==> src/rtl/register_bank_sequencer_pkg.sv <==
// register_bank_sequencer_pkg: shared register-file widths and sequencer state encoding
package register_bank_sequencer_pkg;
  localparam int REG_ADDR_W = 4;
  localparam int XLEN = 32;
  localparam int REG_COUNT = 16;
  typedef enum logic [2:0] {IDLE, READ_A, READ_B, WRITE, RESP} seqState_t;
endpackage

==> src/rtl/register_bank_sequencer.sv <==
// register_bank_sequencer: serialises rs1/rs2 reads then an rd write onto a single-port registered RegisterBank (req_* in, resp_*/rs*_data out, bank_* to the bank)
module register_bank_sequencer
  import register_bank_sequencer_pkg::*;
(
  input  logic                  clk,
  input  logic                  reset,
  input  logic                  req_valid,
  output logic                  req_ready,
  input  logic [REG_ADDR_W-1:0] rs1,
  input  logic [REG_ADDR_W-1:0] rs2,
  input  logic [REG_ADDR_W-1:0] rd,
  input  logic                  wr_en,
  input  logic [XLEN-1:0]       wr_data,
  output logic                  resp_valid,
  output logic [XLEN-1:0]       rs1_data,
  output logic [XLEN-1:0]       rs2_data,
  output logic [REG_ADDR_W-1:0] bank_regNum,
  output logic [XLEN-1:0]       bank_dataIn,
  output logic                  bank_writeEnable,
  input  logic [XLEN-1:0]       bank_dataOut
);
  seqState_t state, nextState;
  logic [REG_ADDR_W-1:0] rs1Q, rs2Q, rdQ;
  logic wrEnQ;
  logic [XLEN-1:0] wrDataQ;
  always_ff @(posedge clk or posedge reset) begin
    if (reset) begin
      state <= IDLE;
      rs1Q <= '0;
      rs2Q <= '0;
      rdQ <= '0;
      wrEnQ <= 1'b0;
      wrDataQ <= '0;
      rs1_data <= '0;
      rs2_data <= '0;
    end else begin
      state <= nextState;
      if (state == IDLE && req_valid) begin
        rs1Q <= rs1;
        rs2Q <= rs2;
        rdQ <= rd;
        wrEnQ <= wr_en;
        wrDataQ <= wr_data;
      end
      if (state == READ_B) rs1_data <= (rs1Q == '0) ? '0 : bank_dataOut;
      if (state == WRITE) rs2_data <= (rs2Q == '0) ? '0 : bank_dataOut;
    end
  end
  always_comb begin
    nextState = (state == IDLE)   ? (req_valid ? READ_A : IDLE) :
                (state == READ_A) ? READ_B :
                (state == READ_B) ? WRITE :
                (state == WRITE)  ? RESP : IDLE;
    req_ready = (state == IDLE);
    resp_valid = (state == RESP);
    bank_regNum = (state == READ_A) ? rs1Q :
                  (state == READ_B) ? rs2Q :
                  (state == WRITE)  ? rdQ : '0;
    bank_dataIn = (state == WRITE) ? wrDataQ : '0;
    bank_writeEnable = (state == WRITE) && wrEnQ && (rdQ != '0);
  end
endmodule

==> config.mk <==
export PLATFORM = sky130hd
export DESIGN_NAME = register_bank_sequencer
export DESIGN_NICKNAME = d
export VERILOG_FILES = /design/src/rtl/register_bank_sequencer_pkg.sv /design/src/rtl/register_bank_sequencer.sv
export SDC_FILE = /design/constraint.sdc
export NUM_CORES = 1
export LEC_CHECK = 0
export BUFFER_PORTS_ARGS = -buffer_cell sky130_fd_sc_hd__buf_2
export CORE_MARGIN = 10
export CORE_UTILIZATION = 50
export DETAILED_ROUTE_END_ITERATION = 6
export GPL_ROUTABILITY_DRIVEN = 0
export HOLD_SLACK_MARGIN = 0.06
export PLACE_DENSITY = 0.8
export REMOVE_ABC_BUFFERS = 1
export SLEW_MARGIN = 30
export SYNTH_ARGS = -nofsm -noshare
export SYNTH_HDL_FRONTEND = slang
export SYNTH_SLANG_ARGS = --single-unit
==> constraint.sdc <==
create_clock -name clk -period 4.8 [get_ports clk]
set_input_delay 0.96 -clock clk [delete_from_list [all_inputs] [get_ports clk]]
set_output_delay 0.96 -clock clk [all_outputs]
set_load 0.02 [all_outputs]
==> results.md, run 1 <==
* Root Driver: clkbuf_8
* GR Overflow Total at 0
* Via density at 5.34
* R2R depth at 4
* Clock transition at the registers of the reported paths at 0.10 ns
* Hold path depth at 1
* Worst Setup Start Kind: register
* P per Cell Area at 733 nW/um^2
* Number of CTS-inserted buffers at 9
* Total Routing Usage GR at 0.181
* # clock sinks at 112
* Worst Path Arrival at 2.17 ns
* Setup-failing EPs final at 0
* IR drop worst, VDD at 0.323 mV
* Initial Util at 0.508
* Asr flop ratio synth at 1.00
* Met1 usage at 0.214
* Flops & latches, synth at 112
* PostCTS Resize Cnt at 0
* Status: completed
* Worst-Margin Slew at 0.771 ns
* Fin nets at 690
* Starting DRT DRC Count at 324
* ANT nets after route at 0
* Commonest cells in the netlist: dfrtp_1, inv_1, o32ai_1
* Tcrit/Tclk final at 0.651
* Vias at 4007
* Met2 Usage GRT at 0.277
* Core ar. at 10200 um^2
* Avg WL per Cell at approximately 18 um
* First-pass GRT wire length at 21700 um
* Fraction of layout cells with a size suffix above 1 at 0.421
* Kind of critical path: register to primary output
* Chip width at ~120 um
* Final hold viol count at 0
* Warnings, synthesis at 0
* # diodes at 0
* Die Area at 14800 um^2
* Final WL at ~14000 um
* H-tree depth at 3
* RSZ-0062 raised after global routing: no
* Flop pwr share at 0.372
* Worst Setup End Kind: primary output
* Max Cap Viol at 0
* Mapped Area at 5180 um^2
* Fin crit period at 3.13 ns
* Syn-to-layout area delta at 22.2%
* Top cell type's share of synthesized area at 0.541
* Vias in the first global route at 4354
* Register area share after synthesis at 0.541
* Tightest Hold Check Type: register to register
* Area leader, netlist: dfrtp_1
* Fill cells at 817
* DRC Markers at 0
* Final setup TNS at 0 ns
* Synth area leaders: dfrtp_1, o32ai_1, mux2_4, inv_1, nand2_1
* Largest net degree at the start of global routing at 86
* Busiest layer in global routing: met2
* CTS tree: built
* Post-CTS Hold Fix Bufs at 0
* Crit path required time at 3.84 ns
* Maximum clock frequency at 0.320 GHz
* Row cnt at 37
* Yosys cell types at 25
* Dominant cell by count in the synthesized netlist: dfrtp_1
* Clock Skews at between 0.01 and 0.015 ns
* Post-DP HPWL at 10000 um
* Postcts setup bufs at 0
* Mean Syn Cell Area at 11.6 um^2
* I/O pin count at 183
* Post-DP Area at slightly above 6000 um^2
* Internal power at around 2.7 mW
* EDFF count, synth at 0
* Die span in y at roughly 120 um
* I/O Buffers at 182
* Slew headroom at 0.486
* Grt met3 use at 0.0851
* Main synth FF type: dfrtp_1
* Pleak at 3.22 nW
* Post-route cell area at 6330 um^2
* Final Max Tran Viols at 0
* DRT Pass-1 Iters at 4
* Clock tree buffer depth at 2
* Sw Ratio at 0.427
* Clock Power Share at 0.134
* Cells after Synth at roughly 450
* Initial antenna violation count at 0
* Clock latency on the worst-skew pair at 0.37 ns
* Worst hold slack at 0.519 ns
* Switching power total at 1.98 mW
* Logic pwr share at 0.494
* CP Max Fanout at 66
## registers in the layout, summed over array words and instances, names as in the netlist
| name | count |
|---|---|
| rdQ | 4 |
| rs2_data | 32 |
| wrDataQ | 32 |
| wrEnQ | 1 |
| rs1Q | 4 |
| state | 3 |
| rs1_data | 32 |
| rs2Q | 4 |
## critical path, cell delays in order (launching register included)
cell and delay, ns:
dfrtp_1 0.54, and3b_4 0.84, and3_1 0.25, buf_2 0.16
## metrics by stage
step | instances | worst slack [ns] | power (mW) | utilization
5_1_grt | 751 | 1.53 | 4.95 | 0.621
3_5_place_dp | 735 | 1.87 | 4.05 | 0.598
4_1_cts | 751 | 1.45 | 4.68 | 0.621
3_3_place_gp | 735 | 1.91 | 3.95 | 0.598
6_report | 751 | 1.67 | 4.64 | 0.621
2_1_floorplan | 410 | 0.881 | 3.25 | -
## logic make-up (layout without fill, tap and decap cells)
| group | Yosys count | count (layout) | synth area share |
|---|---|---|---|
| buf+inv | 106 | 273 | 0.0972 |
| simple gates | 111 | 111 | 0.111 |
| compound gates | 70 | 70 | 0.117 |
| flops | 112 | 112 | 0.541 |
| mux | 49 | 49 | 0.134 |
## metal layers
layer / wire length (um) / vias up / part of all wire
met4: 265 / 0 / 0.019
met1: 5650 / 1940 / 0.41
li1: - / 1841 / -
met5: 0 / - / 0
met2: 6050 / 206 / 0.44
met3: 1770 / 20 / 0.13
## path summary, 6_finish.rpt
check / from / endpoint / slack (ns)
max in group asynchronous: reset / rs1_data[22]$_DFFE_PP0P_ / 3.20
worst min-delay path: wrEnQ$_DFFE_PP0P_ / wrEnQ$_DFFE_PP0P_ / 0.52
worst max register to register: state[1]$_DFF_PP0_ / wrDataQ[23]$_DFFE_PP0P_ / 2.62
min in group asynchronous: reset / wrDataQ[28]$_DFFE_PP0P_ / 0.72
worst max-delay path: state[2]$_DFF_PP0_ / bank_writeEnable / 1.67
worst min register to register: wrEnQ$_DFFE_PP0P_ / wrEnQ$_DFFE_PP0P_ / 0.52
## power groups by stage
| stage | Clock (mW) | Combinational, mW | Sequential [mW] |
|---|---|---|---|
| floorplan | 0 | 1.21 | 2.03 |
| global placement | 0 | 2.23 | 1.71 |
| detailed placement | 0 | 2.31 | 1.74 |
| CTS | 0.642 | 2.32 | 1.73 |
| global route | 0.676 | 2.49 | 1.78 |
| finish | 0.623 | 2.29 | 1.73 |
## area by class of cell
class                           count  area [um^2]  share of cell area
Multi-Input combinational cell    230         1900               0.300
Clock buffer                       10          138              0.0218
Clock inverter                      6         92.6              0.0146
Sequential cell                   112         2800               0.443
Inverter                           68          260              0.0411
Tap cell                          136          170              0.0269
Timing Repair Buffer              189          963               0.152
## cell usage in the layout (no fill, tap or decap), drive strengths merged
cell / n
a21oi: 2
and3: 1
mux2i: 4
dfrtp: 112
mux2: 45
nor4: 2
nand2: 64
nand2b: 4
or2: 2
and3b: 1
or4: 1
clkbuf: 10
a211oi: 1
clkinv: 2
and2: 32
bufinv: 2
o32ai: 67
nor3b: 2
nor4b: 1
nor2: 1
buf: 189
inv: 68
clkinvlp: 2
Power figures use the tool's default switching activity.
==> run 2, diff against run 1 <==
- clock period: 4.8 -> 3.1 ns (I/O delays scaled with it)
==> results.md, run 2 (synthesis results as in run 1) <==
* Kind of critical path: register to primary output
* Avg WL per Cell at between 15 and 20 um
* Worst Setup End Kind: primary output
* Post-CTS Hold Fix Bufs at 0
* Setup-failing EPs final at 0
* Largest net degree at the start of global routing at 113
* Chip width at 122 um
* PnR worst setup slack at 0.400 ns
* Tightest Hold Check Type: primary input to async pin
* DRT Pass-1 Iters at 5
* Max Cap Viol at 0
* # clock sinks at 112
* Vias in the first global route at 4327
* First-pass GRT wire length at 22500 um
* Post-DP HPWL at 10300 um
* Initial antenna violation count at 1
* Fin nets at slightly below 700
* Crit path required time at 2.48 ns
* Postcts setup bufs at 0
* Syn-to-layout area delta at 23.2%
* Initial Util at 0.508
* Row cnt at 37
* Worst Setup Start Kind: register
* Worst-Margin Slew at between 0.7 and 0.8 ns
* Clock tree buffer depth at 2
* Number of CTS-inserted buffers at 9
* DRC Markers at 0
* Pleak at between 3 and 4 nW
* Via density at 5.32
* Pre-CTS setup slack at 0.775 ns
* Status: completed
* Core ar. at 10200 um^2
* Final WL at between 10000 and 15000 um
* Die Area at between 10000 and 15000 um^2
* GR Overflow Total at 0
* Vias at 4021
* Top Registers: rs1_data: 32 flops, rs2_data: 32 flops, wrDataQ: 32 flops
* CP Max Fanout at 34
* Total Routing Usage GR at 0.189
* Fin crit period at 2.70 ns
* ANT nets after route at 0
* Final hold viol count at 0
* RSZ-0062 raised after global routing: no
* Final Max Tran Viols at 0
* R2r setup slk at ~0.97 ns
* I/O Buffers at about 180
* Maximum clock frequency at 0.370 GHz
* Root Driver: clkbuf_8
* CTS tree: built
* Fin util at 0.626
* Starting DRT DRC Count at 418
* H-tree depth at 3
* Post-route cell area at 6380 um^2
* Clock Skews at around 0.0086 ns
* Commonest non-fill, non-tap cell in the layout: buf_2
* Commonest non-fill, non-tap cells in the layout: buf_2, dfrtp_1, inv_1, o32ai_1, nand2_1
* I/O pin count at 183
* Clock transition at the registers of the reported paths at 0.10 ns
* Die span in y at 122 um
* P per Cell Area at 1150 nW/um^2
* PostCTS Resize Cnt at 0
* Clock latency on the worst-skew pair at 0.37 ns
* Final setup TNS at 0 ns
* Slew headroom at 0.474
* Post-DP Area at 6140 um^2
* Fraction of layout cells with a size suffix above 1 at 0.418
* Tcrit/Tclk final at 0.871
* IR drop worst, VDD at 0.533 mV
* Worst Path Arrival at 2.08 ns
-- run 2: cell count changes in the layout (fill, tap and decap cells not counted), moves of 2 or more --
cell        previous run  this run
buf_4                  7        11
clkinv_4               2         0
clkbuf_1               0         2
clkinvlp_4             2         0
-- run 2: final cells by class --
type | count | area, um^2
clock buffer | 12 | 145
multi-input combinational | 230 | 1900
timing repair buffer | 194 | 1010
antenna | 1 | 2.50
tap | 136 | 170
fill | 809 | 3810
inverter | 68 | 258
clock inverter | 3 | 90.1
sequential | 112 | 2800
-- run 2: critical path, cell delays in order, from the launching register on --
cell and delay [ns]:
dfrtp_1 0.71, and3b_2 0.62, and3_1 0.23, buf_2 0.16
-- run 2: worst paths after layout --
path | depth (start not counted) | start | to
max | 3 | state[0]$_DFF_PP0_ | bank_writeEnable
min | 3 | reset | wrDataQ[22]$_DFFE_PP0P_
max reg2reg | 4 | state[1]$_DFF_PP0_ | wrDataQ[24]$_DFFE_PP0P_
min reg2reg | 1 | wrDataQ[25]$_DFFE_PP0P_ | wrDataQ[25]$_DFFE_PP0P_
max in group asynchronous | 3 | reset | rs2_data[27]$_DFFE_PP0N_
min in group clk | 2 | wr_data[2] | wrDataQ[2]$_DFFE_PP0P_
-- run 2: routing by layer --
layer | global-route usage | routed length (um) | vias up
met3 | 0.0842 | 1730 | 15
met4 | 0.0626 | 140 | 0
met2 | 0.296 | 6580 | 216
li1 | - | - | 1854
met1 | 0.229 | 5850 | 1936
met5 | 0 | 0 | -
-- run 2: through the flow --
stage	cells	total power, mW	hold WS (ns)
floorplan	410	5.02	0.472
global placement	740	6.21	0.487
detailed placement	740	6.35	0.488
CTS	755	7.39	0.405
global route	755	7.79	0.441
finish	756	7.31	0.373
-- run 2: report_power, final --
group	leakage, nW	internal, mW	total (mW)	switching, mW
logic	1.78	1.47	3.59	2.12
clock network	0.117	0.556	1.02	0.466
registers	1.36	2.19	2.70	0.507
total	3.26	4.22	7.31	3.09
